<file path="src/rtl/neb_sum_accum.sv">
// ---------------------------------------------------------------------------
// neb_sum_accum
//
// Purpose:
//   Windowed statistics stage that sits after the 8-bit operand-sum adder.
//   It collects 2^WIN_LOG2 samples over a valid/ready input handshake and then
//   presents the window total, the truncated average and the window maximum
//   on a valid/ready output handshake. The result is held stable until the
//   consumer takes it.
//
// Ports:
//   clk        rising-edge clock
//   rst_n      asynchronous active-low reset
//   ena        global enable; when low, no sample is taken and no state moves
//              (clear, reset and a pending output handshake still act)
//   clear      synchronous abort of the current window / pending result
//   in_data    sample value (DATA_W bits, unsigned)
//   in_valid   sample present
//   in_ready   block can take a sample this cycle
//   out_sum    total of the completed window (ACC_W bits)
//   out_avg    out_sum >> WIN_LOG2, truncated
//   out_max    largest sample of the completed window
//   out_valid  result available
//   out_ready  consumer accepts the result
//   busy       a window is partly filled or a result is being held
// ---------------------------------------------------------------------------
module neb_sum_accum #(
    parameter int DATA_W   = 8,
    parameter int WIN_LOG2 = 2,
    parameter int ACC_W    = DATA_W + WIN_LOG2
) (
    input  logic              clk,
    input  logic              rst_n,
    input  logic              ena,
    input  logic              clear,
    input  logic [DATA_W-1:0] in_data,
    input  logic              in_valid,
    output logic              in_ready,
    output logic [ACC_W-1:0]  out_sum,
    output logic [DATA_W-1:0] out_avg,
    output logic [DATA_W-1:0] out_max,
    output logic              out_valid,
    input  logic              out_ready,
    output logic              busy
);

    typedef enum logic [0:0] {
        ACCUM = 1'b0,
        HOLD  = 1'b1
    } state_t;

    // Counter value of the final sample in a window (all ones).
    localparam logic [WIN_LOG2-1:0] CNT_LAST = '1;

    state_t              state;
    state_t              state_next;

    logic [ACC_W-1:0]    acc;
    logic [ACC_W-1:0]    acc_next;
    logic [DATA_W-1:0]   max_val;
    logic [DATA_W-1:0]   max_next;
    logic [WIN_LOG2-1:0] cnt;
    logic [WIN_LOG2-1:0] cnt_next;

    logic [ACC_W-1:0]    out_sum_next;
    logic [DATA_W-1:0]   out_avg_next;
    logic [DATA_W-1:0]   out_max_next;
    logic                out_valid_next;

    logic                accept;
    logic [ACC_W-1:0]    acc_sum;
    logic [DATA_W-1:0]   max_cand;

    // The input side is open only while collecting, enabled and not being
    // cleared. rst_n is folded in so the handshake stays closed during reset.
    assign in_ready = rst_n && (state == ACCUM) && ena && !clear;
    assign accept   = in_valid && in_ready;
    assign busy     = (cnt != '0) || (state == HOLD);

    // Running totals including the sample offered this cycle. The first
    // sample of a window replaces the maximum outright so that nothing from
    // the previous window can leak into the new one.
    assign acc_sum  = acc + ACC_W'(in_data);
    assign max_cand = ((cnt == '0) || (in_data > max_val)) ? in_data : max_val;

    // Next-state and datapath decisions. Clear outranks everything below
    // reset and does not touch the presented result data. The HOLD handshake
    // is deliberately independent of ena so a consumer can always drain the
    // result, while sample acceptance already carries ena through in_ready.
    always_comb begin
        state_next     = state;
        acc_next       = acc;
        max_next       = max_val;
        cnt_next       = cnt;
        out_sum_next   = out_sum;
        out_avg_next   = out_avg;
        out_max_next   = out_max;
        out_valid_next = out_valid;

        if (clear) begin
            state_next     = ACCUM;
            acc_next       = '0;
            max_next       = '0;
            cnt_next       = '0;
            out_valid_next = 1'b0;
        end else begin
            case (state)
                ACCUM: begin
                    if (accept) begin
                        if (cnt == CNT_LAST) begin
                            out_sum_next   = acc_sum;
                            out_avg_next   = DATA_W'(acc_sum >> WIN_LOG2);
                            out_max_next   = max_cand;
                            out_valid_next = 1'b1;
                            state_next     = HOLD;
                            acc_next       = '0;
                            max_next       = '0;
                            cnt_next       = '0;
                        end else begin
                            acc_next = acc_sum;
                            max_next = max_cand;
                            cnt_next = cnt + 1'b1;
                        end
                    end
                end
                HOLD: begin
                    if (out_valid && out_ready) begin
                        out_valid_next = 1'b0;
                        state_next     = ACCUM;
                    end
                end
                default: begin
                    state_next = ACCUM;
                end
            endcase
        end
    end

    // State, accumulator and result registers. Reset returns everything,
    // including the presented result, to zero without waiting for a clock.
    always_ff @(posedge clk or negedge rst_n) begin
        if (!rst_n) begin
            state     <= ACCUM;
            acc       <= '0;
            max_val   <= '0;
            cnt       <= '0;
            out_sum   <= '0;
            out_avg   <= '0;
            out_max   <= '0;
            out_valid <= 1'b0;
        end else begin
            state     <= state_next;
            acc       <= acc_next;
            max_val   <= max_next;
            cnt       <= cnt_next;
            out_sum   <= out_sum_next;
            out_avg   <= out_avg_next;
            out_max   <= out_max_next;
            out_valid <= out_valid_next;
        end
    end

endmodule

</file>
<file path="config.mk">
export PLATFORM = sky130hd
export DESIGN_NAME = neb_sum_accum
export DESIGN_NICKNAME = d
export VERILOG_FILES = /design/src/rtl/neb_sum_accum.sv
export SDC_FILE = /design/constraint.sdc
export NUM_CORES = 1
export LEC_CHECK = 0
export ABC_CLOCK_PERIOD_IN_PS = 1800
export BUFFER_PORTS_ARGS = -buffer_cell sky130_fd_sc_hd__buf_2
export CAP_MARGIN = 40
export CORE_UTILIZATION = 40
export CTS_BUF_LIST = sky130_fd_sc_hd__clkbuf_8
export CTS_CLUSTER_SIZE = 25
export DETAILED_ROUTE_END_ITERATION = 12
export PLACE_DENSITY = 0.71
export SLEW_MARGIN = 20
export SYNTH_ARGS = -nofsm -noshare
export SYNTH_HDL_FRONTEND = slang
export SYNTH_SLANG_ARGS = --single-unit
</file>
<file path="constraint.sdc">
create_clock -name clk -period 1.8 [get_ports clk]
set_input_delay 0.09 -clock clk [delete_from_list [all_inputs] [get_ports clk]]
set_output_delay 0.09 -clock clk [all_outputs]
set_load 0.02 [all_outputs]
</file>
Word level (Yosys, flattened, before mapping) --
Index checks and enable logic that the tools add are counted.
Cells by class: div/mod/pow operators 0, reduce and logical (&&, ||, !) cells 14, shift operators 0, muxes and demuxes 23, eq/ne operators 5, multiply operators 0, bitwise gates (word level) 2, add/sub/neg operators 2, magnitude comparators 1
Operators with widths (count):
- 2-to-1 mux 10 bit | 4
- 2-to-1 mux 8 bit | 5
- adder 10 x 8 -> 10 bit | 1
- greater-than comparator 8 bit | 1
- 2-to-1 mux 1 bit | 8
- 2-to-1 mux 2 bit | 4
- != test 3 x 2 -> 1 bit (second input constant) | 2
- logical AND 1 bit | 5
- one-hot mux 1 bit (2 select lines) | 2
- AND reduction 4 bit | 1
- nonzero test 2 bit | 2
- != test 3 bit (second input constant) | 1
- AND reduction 3 bit | 1
- adder 2 x 1 -> 2 bit (second input constant) | 1
- equality test 2 bit (second input constant) | 1
- zero test 2 bit | 1
- logical OR 1 bit | 2
- != test 2 bit (second input constant) | 1
- inverter 1 bit | 2
- AND reduction 2 bit | 1
- zero test 1 bit | 1
Word-level totals: output and inout bits 29, memories 0, bits in writable memories 0, bits in read-only memories 0, latch bits 0, flip-flop bits (word level) 48, bits of input ports 14

Logic depth before layout (Yosys ltp) --
Gate-level depths: netlist of the first run.
depth after elaboration 8, depth in mapped cells 9

Worst setup path after synthesis of the first run --
No wires, ideal clock.
path type flip-flop to flip-flop, from register acc[1], to register out_sum[7], cell stages (with the launch flop) 8, data arrival time 1.759 ns, data required time 1.675 ns, buffers on the path 0, clock period less this slack 1.884 ns, library setup time 0.125 ns, slack -0.084 ns, cell sequence dfrtp_1 -> ha_1 -> a211o_1 -> a211oi_2 -> o21bai_1 -> a21oi_2 -> xnor2_1 -> mux2_4
Between the ends: cells in the longest elaborated chain, start to end 1
Ends and longest elaborated chain:
- from (decl) | RTL line 58 | logic [ACC_W-1:0] acc;
- from (signal assigned) | RTL line 153 | acc <= acc_next;
- adder 10 x 8 -> 10 bit | RTL line 83 | assign acc_sum = acc + ACC_W'(in_data);
- to (signal assigned) | RTL line 156 | out_sum <= out_sum_next;
- to (decl) | RTL line 39 | output logic [ACC_W-1:0] out_sum,
No other way between the ends. A chain may end at the register's enable or synchronous reset.

Worst setup path after layout of the first run --
from register max_val[5], to register out_max[1]
Between the ends: cells in the longest elaborated chain, start to end 3
Ends and longest elaborated chain:
- from (decl) | RTL line 60 | logic [DATA_W-1:0] max_val;
- from (signal assigned) | RTL line 154 | max_val <= max_next;
- greater-than comparator 8 bit | RTL line 84 | assign max_cand = ((cnt == '0) || (in_data > max_val)) ? in_data : max_val;
- logical OR 1 bit | RTL line 84
- 2-to-1 mux 8 bit | RTL line 84
- to (signal assigned) | RTL line 158 | out_max <= out_max_next;
- to (decl) | RTL line 41 | output logic [DATA_W-1:0] out_max,
No other way between the ends.

==> results of run 1 <==
-- state kept, by name, indices dropped and copies added, names as in the netlist --
signal / count
out_max: 8
state: 1
cnt: 2
out_sum: 10
max_val: 8
acc: 10
out_valid: 1
-- layer usage --
layer | vias up | routed length (microns)
li1 | 981 | -
met1 | 965 | 2658
met2 | 34 | 2771
met3 | 8 | 177
met4 | 0 | 59
met5 | - | 0
-- synthesized netlist by cell type (4+ instances only) --
library cell | count | area share
sky130_fd_sc_hd__nand2_1 | 36 | 0.059
sky130_fd_sc_hd__inv_1 | 14 | 0.023
sky130_fd_sc_hd__nor3b_1 | 4 | 0.013
sky130_fd_sc_hd__mux2i_1 | 10 | 0.043
sky130_fd_sc_hd__buf_4 | 9 | 0.029
sky130_fd_sc_hd__o21ai_0 | 19 | 0.041
sky130_fd_sc_hd__ha_1 | 18 | 0.098
sky130_fd_sc_hd__dfrtp_1 | 40 | 0.43
sky130_fd_sc_hd__a21oi_1 | 11 | 0.024
sky130_fd_sc_hd__nor2_1 | 11 | 0.018
sky130_fd_sc_hd__clkbuf_1 | 6 | 0.0098
sky130_fd_sc_hd__a22o_1 | 13 | 0.049
-- cell type report --
class	instances	area, sq um
Fill cell	494	2357
Tap cell	72	90.09
Timing Repair Buffer	89	604.3
Inverter	14	52.55
Clock inverter	3	18.77
Clock buffer	5	68.82
Multi-Input combinational cell	166	1348
Sequential cell	40	1001
-- report_power, final --
part | internal (mW) | switching, mW
registers | 0.915 | 0.0126
clock network | 0.270 | 0.329
logic | 0.178 | 0.191
total | 1.36 | 0.533
-- repair_timing --
action / CTS / global route
endpoints found under the setup margin: 26 / 31
endpoints found under the hold margin: 41 / 0
cloned: 0 / 0
resized for setup: 22 / 18
hold buffers: 2 / 0
setup buffers: 3 / 4
pin swaps: 12 / 21
-- through the flow --
step                std cells    util
finish                    389  0.5745
global route              389  0.5745
CTS                       386  0.5526
detailed placement        374  0.5206
global placement          374  0.5206
floorplan                 235       -
-- logic make-up after synthesis --
logic type | synth area share
and+or+nand+nor | 0.1329
muxes | 0.05477
xor gates and xnor gates | 0.01519
DFF | 0.4338
buffers and inverters | 0.06182
adders and majority gates | 0.1063
AOI/OAI and AO/OA | 0.1952
-- final timing paths --
| path | startpoint | to | slack, ns | cells after the start |
|---|---|---|---|---|
| max reg2reg | max_val[5]$_DFFE_PN0P_ | out_max[1]$_DFFE_PN0P_ | -0.26 | 9 |
| min reg2reg | out_sum[0]$_DFFE_PN0P_ | out_sum[0]$_DFFE_PN0P_ | 0.48 | 2 |
| max in group asynchronous | rst_n | acc[6]$_DFFE_PN0P_ | 0.99 | 3 |
| min in group asynchronous | rst_n | out_max[3]$_DFFE_PN0P_ | 0.45 | 3 |
| max | max_val[5]$_DFFE_PN0P_ | out_max[1]$_DFFE_PN0P_ | -0.26 | 9 |
| min | clear | out_valid$_DFFE_PN0P_ | 0.01 | 2 |
==> metrics.txt, run 1 <==
result of the run finished with violations; violations in the final reports negative setup slack; met2 Use GR 0.3310; total routing usage reported by global routing 0.1991; clock-pin slew on the worst setup and hold paths 0.08 ns; cell leakage power 1.610 nW; total power consumption of the routed design 1.897 mW; slew at the pin with the worst max-slew slack 0.5119 ns; residual antenna-violating net count after detailed routing 0; Final min period 2.058 ns; average instance area after synthesis 9.818 sq um; std cell rows 27; detailed placement HPWL 4071 microns; die height 77.95 microns; iteration-0 DRC count of the detailed router 67; count of nets after finishing 349; Critical Path End Type register; initial antenna violation count 0; Max Clock Skew 0.006564 ns; Hold/Removal Path Class in2reg; syn nets 268; cells traversed along the worst timing path inv_2 -> ha_4 -> a211oi_2 -> nor2_1 -> o41ai_2 -> buf_4 -> buf_12 -> mux2i_1 -> o21ai_1; Fin Hold WS 0.01334 ns; detailed-route wire length per cell 14.57 microns; aggregate routed wire length 5666 microns; first-pass GRT wire length 9342 microns; top library cells by usage in the layout, fill and taps aside sky130_fd_sc_hd__buf_2, sky130_fd_sc_hd__dfrtp_1, sky130_fd_sc_hd__buf_4; final critical-path share of the clock period 1.143; number of buffers added on ports 42; initial standard-cell utilization of the core 0.4164; most crowded layer after global routing met2; category of the critical setup timing path reg2reg; number of instances in the synthesized netlist 235; upper clock frequency limit 0.4860 GHz; number of buffer and inverter stages on the critical path 3; final global-route overflow total 0; family of cells with the greatest summed delay on the critical path compound AO/OA/AOI/OAI gates; Cell Pwr Density 595.9 nW/um^2; area after detailed placement 2884 sq um; number of I/O pins 43; Synth warnings 0; total core area 5540 sq um; worst endpoint data arrival time 2.24 ns; width of the die 77.95 microns; maximum single-stage delay on the critical path 0.40 ns; reported max-cap violation count 0; Critical-path top delay cell sky130_fd_sc_hd__dfrtp_1; CTS Sinks 40; full die area 6075 sq um; dominant synthesized flop cell sky130_fd_sc_hd__dfrtp_1; Hold Violations, Final 0; maximum count of clock buffers along a single path 2; Max IR drop VDD 0.2686 mV; Clk Tree Root Cell sky130_fd_sc_hd__clkbuf_8; DRC viols 0; Critical Path RT 1.98 ns; via count 1988; met3 usage 0.04353; via count of the first global-routing pass 1988; weighted congestion reported at the end of routability-driven placement 0.8534; share of the yosys chip area belonging to registers 0.4338; most common cell after layout, fill and taps aside sky130_fd_sc_hd__buf_2; maximum number of pins on one net before global-route repair 41; clock tree from TritonCTS built; distinct cell type count after synthesis 40; total of endpoints with negative setup slack in the final report 26; sort of element at the start of the critical path register; number of flops mapped to enable cells by yosys 0; cell area after technology mapping 2307 sq um; Inserted Clock Buffers 5; Setup Slack @ Placement -0.2343 ns; number of H-tree branching levels 2; Finished Cell Area 3183 sq um; post-route setup TNS -4.080 ns; drt via density 5.111; GR met1 Demand/Resource 0.2599; proportion of register bits with asynchronous set or reset after synthesis 1.000; worst-case headroom to the max-slew limit 0.6588; Final Max Slew Viols 0; count of TritonRoute iterations in the first routing pass 4; clock network latency to the later pin of the worst-skew pair 0.30 ns; synthesis-to-layout area growth 37.96%; RSZ-0062 raised after global routing yes; post-layout worst setup margin -0.2578 ns; largest driver fanout on the critical path 6; Yosys reg bits 40; number of diodes added for antenna fixing 0; share of final-layout standard cells stronger than drive strength 1 0.4101
(Power assumes the default switching activity.)
==> run 2, diff against run 1 <==
--- a/config.mk
+++ b/config.mk
@@ -10,3 +10,3 @@
 export CAP_MARGIN = 40
-export CORE_UTILIZATION = 40
+export CORE_UTILIZATION = 52
 export CTS_BUF_LIST = sky130_fd_sc_hd__clkbuf_8
@@ -14,3 +14,3 @@
 export DETAILED_ROUTE_END_ITERATION = 12
-export PLACE_DENSITY = 0.71
+export PLACE_DENSITY = 0.86
 export SLEW_MARGIN = 20
==> constraint.sdc (replaced) <==
create_clock -name clk -period 1.8 [get_ports clk]
set_input_delay 0.27 -clock clk [delete_from_list [all_inputs] [get_ports clk]]
set_output_delay 0.27 -clock clk [all_outputs]
set_load 0.02 [all_outputs]
==> metrics.txt, run 2 (synthesis gave the netlist of run 1 again) <==
result of the run finished with violations; violations in the final reports negative setup slack; Hold Violations, Final 0; detailed placement HPWL 3909 microns; std cell rows 23; register-to-register setup slack -0.23 ns; number of diodes added for antenna fixing 0; clock tree from TritonCTS built; total routing usage reported by global routing 0.2691; Final Max Slew Viols 0; sort of element at the start of the critical path register; drt via density 5.651; Final min period 2.027 ns; worst reg2reg path startpoint max_val[1]$_DFFE_PN0P_; aggregate routed wire length 5780 microns; worst-case headroom to the max-slew limit 0.6570; width of the die 68.61 microns; number of cells in the design after placement 351; Cell Pwr Density 657.8 nW/um^2; weighted congestion reported at the end of routability-driven placement 0.8840; slew at the pin with the worst max-slew slack 0.5145 ns; die height 68.61 microns; Inserted Clock Buffers 5; upper clock frequency limit 0.4934 GHz; residual antenna-violating net count after detailed routing 0; RSZ-0062 raised after global routing yes; largest driver fanout on the critical path 5; Critical Path RT 1.98 ns; number of I/O pins 43; post-route setup TNS -3.958 ns; Critical Path End Type register; via count of the first global-routing pass 1914; clock-pin slew on the worst setup and hold paths 0.09 ns; Clk Tree Root Cell sky130_fd_sc_hd__clkbuf_8; reg2reg path depth 10; total of endpoints with negative setup slack in the final report 25; Hold/Removal Path Class in2async; final critical-path share of the clock period 1.126; Max IR drop VDD 0.4299 mV; initial standard-cell utilization of the core 0.5607; layout filler cell count 250; first-pass GRT wire length 8956 microns; cell leakage power 1.587 nW; capture instance of the worst register-to-register path out_max[1]$_DFFE_PN0P_; top library cells by usage in the layout, fill and taps aside sky130_fd_sc_hd__buf_2, sky130_fd_sc_hd__buf_4, sky130_fd_sc_hd__dfrtp_1; worst endpoint data arrival time 2.21 ns; biggest registers after layout acc x10, out_sum x10; initial antenna violation count 0; maximum count of clock buffers along a single path 2; total core area 4115 sq um; share of final-layout standard cells stronger than drive strength 1 0.4076; count of TritonRoute iterations in the first routing pass 4; iteration-0 DRC count of the detailed router 203; Fin Hold WS 0.07915 ns; reported max-cap violation count 0; number of H-tree branching levels 2; final global-route overflow total 0; full die area 4707 sq um; CTS Sinks 40; category of the critical setup timing path reg2reg; Max Clock Skew 0.01521 ns; clock network latency to the later pin of the worst-skew pair 0.31 ns; synthesis-to-layout area growth 35.25%; DRC viols 0; maximum number of pins on one net before global-route repair 41; Final Instance Count excl. Fillers 364; post-layout worst setup margin -0.2268 ns; detailed-route wire length per cell 15.88 microns; count of nets after finishing 346; number of buffers added on ports 42; Setup Slack @ Placement -0.2367 ns; via count 2057
==> run 2: changes by cell type in the layout (fill, tap and decap cells not counted), sizes merged <==
| cell | delta |
|---|---|
| buf | -1 |
| bufinv | +1 |
| clkinv | -3 |
| clkinvlp | +1 |
| dlygate4sd3 | -2 |
| inv | +1 |
==> run 2: final cells by class <==
class / instances / area (sq um) / area share
repair buffers: 86 / 556.8 / 0.1784
clock buffers: 5 / 68.82 / 0.02205
multi-input cells: 166 / 1333 / 0.4270
clock inverters: 3 / 46.29 / 0.01484
inverters: 14 / 52.55 / 0.01684
well taps: 50 / 62.56 / 0.02005
flip-flops and latches: 40 / 1001 / 0.3208
==> run 2: through the flow <==
| step | power (mW) | utilization | area, sq um |
|---|---|---|---|
| floorplan | 1.106 | - | 2349 |
| detailed placement | 1.258 | 0.6923 | 2849 |
| global placement | 1.247 | 0.6923 | 2849 |
| CTS | 2.042 | 0.7431 | 3058 |
| global route | 2.137 | 0.7583 | 3120 |
| finish | 2.053 | 0.7583 | 3120 |
==> run 2: report_power, final <==
group | total [mW] | internal [mW] | switching [mW]
Combinational | 0.356 | 0.170 | 0.186
Sequential | 0.929 | 0.915 | 0.0133
Clock | 0.768 | 0.418 | 0.350
==> run 2: worst max-delay path by stage <==
| stage | end | slack [ns] | from | cells after the start |
|---|---|---|---|---|
| 2_1_floorplan | out_sum[7]$_DFFE_PN0P_ | -0.05 | acc[1]$_DFFE_PN0P_ | 7 |
| 3_3_place_gp | out_sum[7]$_DFFE_PN0P_ | -0.19 | in_data[3] | 9 |
| 3_5_place_dp | out_max[0]$_DFFE_PN0P_ | -0.24 | in_data[1] | 10 |
| 4_1_cts | out_max[1]$_DFFE_PN0P_ | -0.19 | max_val[1]$_DFFE_PN0P_ | 10 |
| 5_1_grt | out_max[1]$_DFFE_PN0P_ | -0.30 | max_val[1]$_DFFE_PN0P_ | 10 |
| 6_report | out_max[1]$_DFFE_PN0P_ | -0.23 | max_val[1]$_DFFE_PN0P_ | 10 |
==> run 2: layer usage <==
layer  GRT usage  wire length [microns]
met1      0.3381                   2417
met2      0.4277                   2726
met3     0.05263                    441
met4      0.1563                    194
met5           0                      0
==> run 2: critical path: stages (launching register included) <==
cell and delay [ns]:
sky130_fd_sc_hd__dfrtp_1 0.40, sky130_fd_sc_hd__inv_2 0.07, sky130_fd_sc_hd__ha_4 0.19, sky130_fd_sc_hd__nor2b_4 0.12
sky130_fd_sc_hd__o21bai_1 0.17, sky130_fd_sc_hd__a21oi_1 0.10, sky130_fd_sc_hd__o41ai_2 0.25, sky130_fd_sc_hd__buf_4 0.23
sky130_fd_sc_hd__buf_12 0.11, sky130_fd_sc_hd__mux2i_1 0.19, sky130_fd_sc_hd__o21ai_1 0.07
==> run 2: what timing repair did <==
action / in CTS / in global routing
hold buffers: 0 / 0
setup endpoints to repair: 26 / 28
gates resized for setup: 22 / 8
endpoints found under the hold margin: 0 / 0
setup buffers: 3 / 4
pin swaps: 13 / 7
==> run 3, diff against run 2 <==
--- a/config.mk
+++ b/config.mk
@@ -9,3 +9,3 @@
 export BUFFER_PORTS_ARGS = -buffer_cell sky130_fd_sc_hd__buf_2
-export CAP_MARGIN = 40
+export CAP_MARGIN = 20
 export CORE_UTILIZATION = 52
==> constraint.sdc (replaced) <==
create_clock -name clk -period 1.8 [get_ports clk]
set_input_delay 0.36 -clock clk [delete_from_list [all_inputs] [get_ports clk]]
set_output_delay 0.36 -clock clk [all_outputs]
set_load 0.02 [all_outputs]
==> metrics.txt, run 3 (synthesis gave the netlist of run 1 again) <==
result of the run finished with violations; violations in the final reports negative setup slack; maximum number of pins on one net before global-route repair 41; largest driver fanout on the critical path 8; worst-case headroom to the max-slew limit 0.6441; CTS Sinks 40; clock-pin slew on the worst setup and hold paths 0.09 ns; Final min period 2.104 ns; clock power share 0.383; register share of total power 0.424; initial antenna violation count 0; die height 68.61 microns; category of the critical setup timing path reg2reg; total core area 4115 sq um; detailed-route wire length per cell 20.16 microns; Hold Violations, Final 0; final global-route overflow total 0; power share of the combinational group 0.194; Finished Cell Area 3297 sq um; total of endpoints with negative setup slack in the final report 26; upper clock frequency limit 0.4752 GHz; cell leakage power 1.675 nW; iteration-0 DRC count of the detailed router 235; synthesis-to-layout area growth 42.90%; reported max-cap violation count 0; weighted congestion reported at the end of routability-driven placement 0.8451; Critical Path RT 1.98 ns; initial standard-cell utilization of the core 0.5607; met2 Use GR 0.5294; full die area 4707 sq um; maximum count of clock buffers along a single path 2; total routing usage reported by global routing 0.3130; total power consumption of the routed design 2.194 mW; Critical Path End Type register; via count of the first global-routing pass 2159; layout filler cell count 227; Switching Fraction 0.2685; Inserted Clock Buffers 5; width of the die 68.61 microns; Cell Pwr Density 665.5 nW/um^2; met3 usage 0.07401; area occupied by multi-input gates 1404 sq um; clock network latency to the later pin of the worst-skew pair 0.31 ns; register-to-register setup slack -0.30 ns; most common cell after layout, fill and taps aside sky130_fd_sc_hd__buf_4; number of diodes added for antenna fixing 0; count of nets after finishing 357; first-pass GRT wire length 10430 microns; post-layout worst setup margin -0.3043 ns; Final Max Slew Viols 0; slew at the pin with the worst max-slew slack 0.5338 ns; worst endpoint data arrival time 2.29 ns; area after detailed placement 2861 sq um; Fin Hold WS 0.1997 ns; Hold/Removal Path Class in2async; Switch Pwr 0.5892 mW; Pint 1.605 mW; number of I/O pins 43; std cell rows 23; sort of element at the start of the critical path register; detailed placement HPWL 4160 microns; DRC viols 0; final critical-path share of the clock period 1.169; Setup Slack @ Placement -0.3217 ns; Max Clock Skew 0.01177 ns; register area 1001 sq um; biggest registers after layout acc x10, out_sum x10; clock tree from TritonCTS built; residual antenna-violating net count after detailed routing 0; drt via density 6.192; Max IR drop VDD 0.3493 mV; number of buffers added on ports 42; Clk Tree Root Cell sky130_fd_sc_hd__clkbuf_8; most crowded layer after global routing met2; via count 2322; top library cells by usage in the layout, fill and taps aside sky130_fd_sc_hd__buf_4, sky130_fd_sc_hd__buf_2, sky130_fd_sc_hd__dfrtp_1; number of H-tree branching levels 2; count of TritonRoute iterations in the first routing pass 6; GR met1 Demand/Resource 0.3718; RSZ-0062 raised after global routing yes; share of final-layout standard cells stronger than drive strength 1 0.4492; aggregate routed wire length 7560 microns
-- run 3: cell count changes in the layout (fill, tap and decap cells not counted), sizes merged --
cell      before  now
clkbuf         5    7
buf           86   97
clkinvlp       1    0
inv           15   14
-- run 3: power groups by stage --
stage	clock, mW	combinational, mW	sequential, mW
2_1_floorplan	0	0.159	0.946
3_3_place_gp	0	0.307	0.943
3_5_place_dp	0	0.319	0.944
4_1_cts	0.830	0.356	0.927
5_1_grt	0.882	0.451	0.931
6_report	0.839	0.425	0.930
-- run 3: cell type report --
| class | count | share of cell area |
|---|---|---|
| multi-input cells | 166 | 0.4258 |
| repair buffers | 97 | 0.1973 |
| flip-flops and latches | 40 | 0.3036 |
| inverters | 14 | 0.01594 |
| clock buffers | 7 | 0.02922 |
| well taps | 50 | 0.01898 |
| clock inverters | 1 | 0.009108 |
-- run 3: metrics by stage --
stage | utilization | cells | setup TNS, ns
floorplan | - | 235 | -0.1422
global placement | 0.6953 | 355 | -5.338
detailed placement | 0.6953 | 355 | -7.285
CTS | 0.7552 | 367 | -3.541
global route | 0.8012 | 375 | -7.940
finish | 0.8012 | 375 | -6.009
-- run 3: final timing paths --
kind                                        start                     end  depth (start not counted)
max in group asynchronous                   rst_n  out_max[5]$_DFFE_PN0P_                          2
hold reg to reg            out_max[1]$_DFFE_PN0P_  out_max[1]$_DFFE_PN0P_                          2
setup reg to reg           max_val[2]$_DFFE_PN0P_  max_val[7]$_DFFE_PN0P_                         10
min in group clk                        out_ready   out_valid$_DFFE_PN0P_                          2
hold / removal                              rst_n  out_max[0]$_DFFE_PN0P_                          2
setup / recovery           max_val[2]$_DFFE_PN0P_  max_val[7]$_DFFE_PN0P_                         10
-- run 3: metal layers --
| metal | share of wire | wire (microns) | up-vias |
|---|---|---|---|
| met5 | 0 | 0 | - |
| met2 | 0.50 | 3753 | 161 |
| met4 | 0.035 | 266 | 0 |
| met3 | 0.073 | 555 | 34 |
| met1 | 0.39 | 2984 | 1130 |
| li1 | - | - | 997 |
-- run 3: timing repair --
item / in CTS / in global routing
setup endpoints to repair: 28 / 28
hold buffers: 0 / 0
buffers inserted: 5 / 10
resized for setup: 20 / 28
pin swaps: 17 / 31
-- run 3: worst max-delay path, cell delays in order (launching register included) --
cell and delay [ns]:
sky130_fd_sc_hd__dfrtp_1 0.40, sky130_fd_sc_hd__inv_1 0.06, sky130_fd_sc_hd__ha_1 0.27, sky130_fd_sc_hd__nand2_1 0.11
sky130_fd_sc_hd__o21bai_1 0.15, sky130_fd_sc_hd__a21oi_2 0.09, sky130_fd_sc_hd__o41ai_2 0.27, sky130_fd_sc_hd__buf_4 0.22
sky130_fd_sc_hd__buf_4 0.13, sky130_fd_sc_hd__nor2_4 0.06, sky130_fd_sc_hd__a22o_1 0.22
